[src/rtl/accum_pkt_pkg.sv]
// Shared constants, FSM state type and checksum helper for the accumulated-sum packet
// transmitter.
package accum_pkt_pkg;

    localparam logic [7:0]  PKT_HDR = 8'hA5;
    localparam int unsigned SUM_W   = 20;
    localparam int unsigned SEQ_W   = 4;
    localparam int unsigned PAY_W   = SEQ_W + SUM_W;

    typedef enum logic [2:0] {
        StIdle,
        StHdr,
        StB2,
        StB1,
        StB0,
        StCsum
    } tx_state_e;

    // XOR of header and the three payload bytes
    function automatic logic [7:0] pkt_csum(input logic [PAY_W-1:0] payload);
        return PKT_HDR ^ payload[23:16] ^ payload[15:8] ^ payload[7:0];
    endfunction

endpackage

[src/rtl/accum_round_shift.sv]
// Combinational round-half-up right shift of a window sum. The add is done one bit wider
// than the sum so the rounding increment cannot overflow; a zero shift is a pass-through.
module accum_round_shift #(
    parameter int unsigned SumW  = 20,
    parameter int unsigned Shift = 4
) (
    input  logic [SumW-1:0] sum_i,
    output logic [SumW-1:0] value_o
);

    typedef logic [SumW:0] wide_t;

    if (Shift == 0) begin : g_pass
        assign value_o = sum_i;
    end else begin : g_round
        localparam wide_t Rnd = wide_t'(1) << (Shift - 1);

        wide_t wide;

        // Add half an LSB of the result, then drop the fractional bits
        assign wide    = {1'b0, sum_i} + Rnd;
        assign value_o = SumW'(wide >> Shift);
    end

endmodule

[src/rtl/accum_packet_tx.sv]
// Serialises completed accumulation-window sums as 5-byte packets
// (A5, P[23:16], P[15:8], P[7:0], checksum) with P = {seq, value} onto a valid/ready byte
// stream. A shadow register holds the packet in flight and a one-deep pending register
// absorbs one more window; further windows are dropped and counted.
// Build option: define ACCUM_PACKET_TX_AVG_EN to send the rounded average
// (sum >> AVG_SHIFT) instead of the raw sum.
module accum_packet_tx
    import accum_pkt_pkg::*;
#(
    parameter int unsigned AVG_SHIFT = 4
) (
    input  logic             clk,
    input  logic             rst,
    input  logic [SUM_W-1:0] sum_in_i,
    input  logic             sum_stb_i,
    output logic [7:0]       tx_data_o,
    output logic             tx_valid_o,
    input  logic             tx_ready_i,
    output logic             busy_o,
    output logic             overflow_o,
    output logic [7:0]       drop_cnt_o,
    input  logic             clr_ovf_i
);

    tx_state_e        state_q, state_d;
    logic [SUM_W-1:0] shadow_q, shadow_d;
    logic [SUM_W-1:0] pending_q, pending_d;
    logic             pending_full_q, pending_full_d;
    logic [SEQ_W-1:0] seq_q, seq_d;
    logic [7:0]       tx_data_q, tx_data_d;
    logic             tx_valid_q, tx_valid_d;
    logic             busy_q, busy_d;
    logic             overflow_q, overflow_d;
    logic [7:0]       drop_cnt_q, drop_cnt_d;

    logic [SUM_W-1:0] cap_value;
    logic             accept;
    logic             csum_accept;
    logic             drop;

`ifdef ACCUM_PACKET_TX_AVG_EN
    accum_round_shift #(
        .SumW  (SUM_W),
        .Shift (AVG_SHIFT)
    ) u_round_shift (
        .sum_i   (sum_in_i),
        .value_o (cap_value)
    );
`else
    assign cap_value = sum_in_i;
`endif

    assign accept      = tx_valid_q && tx_ready_i;
    assign csum_accept = accept && (state_q == StCsum);

    // A window is lost only when both slots are occupied and the checksum handover does
    // not free the pending slot in the same cycle
    assign drop = sum_stb_i && (state_q != StIdle) && pending_full_q && !csum_accept;

    // Next-state: packet sequencing, sum capture and drop accounting
    always_comb begin
        state_d        = state_q;
        shadow_d       = shadow_q;
        pending_d      = pending_q;
        pending_full_d = pending_full_q;
        seq_d          = seq_q;
        tx_data_d      = tx_data_q;
        tx_valid_d     = tx_valid_q;

        if (state_q == StIdle) begin
            if (pending_full_q) begin
                // Older pending sum goes first; a new strobe refills the slot
                shadow_d = pending_q;
                if (sum_stb_i) begin
                    pending_d = cap_value;
                end else begin
                    pending_full_d = 1'b0;
                end
                state_d    = StHdr;
                tx_valid_d = 1'b1;
                tx_data_d  = PKT_HDR;
            end else if (sum_stb_i) begin
                shadow_d   = cap_value;
                state_d    = StHdr;
                tx_valid_d = 1'b1;
                tx_data_d  = PKT_HDR;
            end
        end else begin
            if (sum_stb_i && !pending_full_q) begin
                pending_d      = cap_value;
                pending_full_d = 1'b1;
            end
            if (accept) begin
                case (state_q)
                    StHdr: begin
                        state_d   = StB2;
                        tx_data_d = {seq_q, shadow_q[19:16]};
                    end
                    StB2: begin
                        state_d   = StB1;
                        tx_data_d = shadow_q[15:8];
                    end
                    StB1: begin
                        state_d   = StB0;
                        tx_data_d = shadow_q[7:0];
                    end
                    StB0: begin
                        state_d   = StCsum;
                        tx_data_d = pkt_csum({seq_q, shadow_q});
                    end
                    StCsum: begin
                        seq_d = seq_q + SEQ_W'(1);
                        if (pending_full_q) begin
                            shadow_d       = pending_q;
                            pending_full_d = sum_stb_i;
                            if (sum_stb_i) begin
                                pending_d = cap_value;
                            end
                            state_d   = StHdr;
                            tx_data_d = PKT_HDR;
                        end else begin
                            state_d    = StIdle;
                            tx_valid_d = 1'b0;
                            tx_data_d  = 8'h00;
                        end
                    end
                    default: begin
                        state_d    = StIdle;
                        tx_valid_d = 1'b0;
                        tx_data_d  = 8'h00;
                    end
                endcase
            end
        end

        busy_d = (state_d != StIdle) || pending_full_d;

        // A drop in the same cycle as a clear leaves exactly one recorded drop
        overflow_d = clr_ovf_i ? 1'b0 : overflow_q;
        drop_cnt_d = clr_ovf_i ? 8'h00 : drop_cnt_q;
        if (drop) begin
            overflow_d = 1'b1;
            if (drop_cnt_d != 8'hFF) begin
                drop_cnt_d = drop_cnt_d + 8'd1;
            end
        end
    end

    // State and registered outputs; synchronous active-low reset aborts any packet
    always_ff @(posedge clk) begin
        if (!rst) begin
            state_q        <= StIdle;
            shadow_q       <= '0;
            pending_q      <= '0;
            pending_full_q <= 1'b0;
            seq_q          <= '0;
            tx_data_q      <= 8'h00;
            tx_valid_q     <= 1'b0;
            busy_q         <= 1'b0;
            overflow_q     <= 1'b0;
            drop_cnt_q     <= 8'h00;
        end else begin
            state_q        <= state_d;
            shadow_q       <= shadow_d;
            pending_q      <= pending_d;
            pending_full_q <= pending_full_d;
            seq_q          <= seq_d;
            tx_data_q      <= tx_data_d;
            tx_valid_q     <= tx_valid_d;
            busy_q         <= busy_d;
            overflow_q     <= overflow_d;
            drop_cnt_q     <= drop_cnt_d;
        end
    end

    assign tx_data_o  = tx_data_q;
    assign tx_valid_o = tx_valid_q;
    assign busy_o     = busy_q;
    assign overflow_o = overflow_q;
    assign drop_cnt_o = drop_cnt_q;

endmodule
[config.mk]
export PLATFORM = sky130hd
export DESIGN_NAME = accum_packet_tx
export DESIGN_NICKNAME = d
export VERILOG_FILES = /design/src/rtl/accum_pkt_pkg.sv /design/src/rtl/accum_round_shift.sv /design/src/rtl/accum_packet_tx.sv
export SDC_FILE = /design/constraint.sdc
export NUM_CORES = 1
export LEC_CHECK = 0
export CAP_MARGIN = 20
export CORE_MARGIN = 4
export CORE_UTILIZATION = 50
export DETAILED_ROUTE_END_ITERATION = 8
export GPL_ROUTABILITY_DRIVEN = 0
export PLACE_DENSITY_LB_ADDON = 0.1
export SYNTH_ARGS = -nofsm -noshare
export SYNTH_HDL_FRONTEND = slang
export SYNTH_SLANG_ARGS = --single-unit
export TNS_END_PERCENT = 1
[constraint.sdc]
create_clock -name clk -period 2.4 [get_ports clk]
set_input_delay 0.24 -clock clk [delete_from_list [all_inputs] [get_ports clk]]
set_output_delay 0.24 -clock clk [all_outputs]
set_load 0.02 [all_outputs]
==> flow_metrics.tcl <==
set metrics [dict create \
    total_power_w 0.00311 \
    rsz0062_at_grt "no" \
    crit_fanout 20 \
    hold_viol_final 0 \
    multiInputGateArea_sq_um 2010 \
    die_y_um 91.5 \
    num_antenna_cells 0 \
    cts_buffers 9 \
    insertion_delay_ns 0.33 \
    yosysTopAreaCell "dfxtp_1" \
    synthSimpleGateAreaFrac 0.174 \
    synthAdderAreaFrac 0.00718 \
    synth_cell_types 55 \
    postCtsHoldBufs 0 \
    final_cell_mix "75 x nand2_1, 67 x dfxtp_1, 48 x mux2i_1" \
    skew_ns 0.0116 \
    die_w_um 91.5 \
    synth_area_leaders "dfxtp_1 38%, mux2i_1 14%, nand2_1 8.1%" \
    hpwlAfterDp_um 5270 \
    initial_utilization 0.513 \
    crit_path_end_kind "flip-flop" \
    vias 2860 \
    die_area_sq_um 8370 \
    final_area_sq_um 4250 \
    drtAntennaViolNets 0 \
    placed_area_sq_um 4010 \
    powerDensity_nw_per_um2 731 \
    layout-drive-gt1-share 0.0922 \
    grt_start_max_net_pins 61 \
    boundaryPins 44 \
    postCtsResizedCells 0 \
    arrival_ns 2.16 \
    reg2reg_slack_ns 0.50 \
    ys_ff_latch 67 \
    grt_pass1_wl_um 12700 \
    synth_seq_area_share 0.385 \
    max-slew-margin-rel 0.508 \
    overflow 0 \
    area_delta_synth_final_pct 21.9 \
    io_buffers 43 \
    core-area_sq_um 6790 \
    cp.required_ns 2.66 \
    synthMuxAreaShare 0.151 \
    synth_edf_count 0 \
    via_per_inst 5.51 \
    finalNetCount 445 \
    hold-worst-slack_ns 0.379 \
    nFillCells 593 \
    worstMarginPinSlew_ns 0.739 \
    final_common_cell "nand2_1" \
    cts_buffer_depth 2 \
    drt-pass1-iter-count 4 \
    fin_tns_setup_ns 0 \
    drtIter0Drc 99 \
    core.rowCount 30 \
    drc 0 \
    htree_levels 3 \
    tritoncts "yes" \
    startpoint_type "flip-flop" \
    irDropWorstVdd_v 0.000411 \
    synth-xor-area-share 0.0481 \
    slew_viol_final 0 \
    drt_wl_total_um 7470 \
    regArea_sq_um 1340 \
    routedWlPerCell_um 14.4 \
    hold_path.class "in -> reg" \
    path_clk_slew_ns 0.07 \
    synth_warnings 0 \
    ys.flop_type "dfxtp_1" \
    cts_setup_buffers 0 \
    synthArstFlopShare 0 \
    fmax_mhz 526 \
    grt_use_total 0.188 \
    setup_violations 0 \
    first_global_vias 2670 \
    p_leak_nw 1.82 \
    synth.top_cell.area_share 0.385 \
    synth_top_family_by_area "compound AO/OA/AOI/OAI gates" \
    cts.sinks 67 \
    synth_fp_nets 411 \
    syn_inst 384 \
    root_buffer "clkbuf_8" \
    status "completed" \
    grt_antenna_before_repair 0 \
    syn_area_sq_um 3490 \
    avgSynthCellArea_sq_um 9.08 \
    period_share 0.792 \
    fin_crit_ns 1.90 \
    crit_type "reg -> reg" \
    synth_compound_area_frac 0.189 \
    drv_cap 0 \
]
-- critical path: stages, from the launching register on --
cell	delay (ns)
dfxtp_1	0.53
inv_1	0.19
o21ai_1	0.18
a31o_2	0.65
mux2i_1	0.26
-- cell type report --
class,count,share of cell area
clock buffer,13,0.0398
clock inverter,3,0.0162
tap,96,0.0283
sequential,67,0.316
multi-input combinational,282,0.473
inverter,6,0.00530
timing repair buffer,52,0.122
-- synth_stat cells (all sizes together), types with 2 or more instances --
library cell,n
a21boi,6
a21oi,4
a221o,3
a22oi,3
a32o,6
and2,4
and3,2
buf,16
clkbuf,13
dfxtp,67
ha,2
inv,6
mux2,4
mux2i,48
nand2,75
nand3,14
nand4,2
nor2,8
nor2b,6
nor3,4
o211a,21
o211ai,3
o21ai,19
o21bai,2
o221a,3
o31ai,2
or2,2
or3,2
or4,4
xnor2,9
xnor3,2
xor2,5
-- registers in the layout, summed over array words and instances, names as in the netlist --
register and flops:
tx_valid_o 1, shadow_q 20, busy_o 1, overflow_o 1, tx_data_o 8, pending_full_q 1
seq_q 4, drop_cnt_o 8, pending_q 20, state_q 3
-- worst paths after layout --
kind	startpoint	to	cells past startpoint
min reg2reg	pending_q[15]	pending_q[15]	2
max	pending_full_q	pending_q[3]	4
min	rst	tx_valid_o	2
max reg2reg	pending_full_q	pending_q[3]	4
-- through the flow --
| stage | setup WS [ns] | std cells | util |
|---|---|---|---|
| floorplan | 0.525 | 384 | - |
| global placement | 0.261 | 503 | 0.590 |
| detailed placement | 0.211 | 503 | 0.590 |
| CTS | 0.496 | 519 | 0.625 |
| global route | 0.342 | 519 | 0.625 |
| finish | 0.499 | 519 | 0.625 |
-- kinds of logic (layout without fill, tap and decap cells) --
family	after synthesis	in the layout
AOI/OAI and AO/OA	82	82
DFF	67	67
and+or+nand+nor	130	130
xor gates and xnor gates	16	16
buffers and inverters	35	74
adders and majority gates	2	2
muxes	52	52
-- routing by layer --
layer	global-route usage	up-vias	wire length, um
met5	0	-	0
met4	0.0641	0	109
met3	0.0547	10	286
met2	0.275	54	3360
met1	0.264	1351	3710
li1	-	1445	-
-- power by group --
part	switching, W	internal, W
clock	0.000413	0.000673
sequential	0.0000967	0.00122
combinational	0.000346	0.000357
total	0.000856	0.00225
No activity file was read; power rests on OpenSTA's default activity.
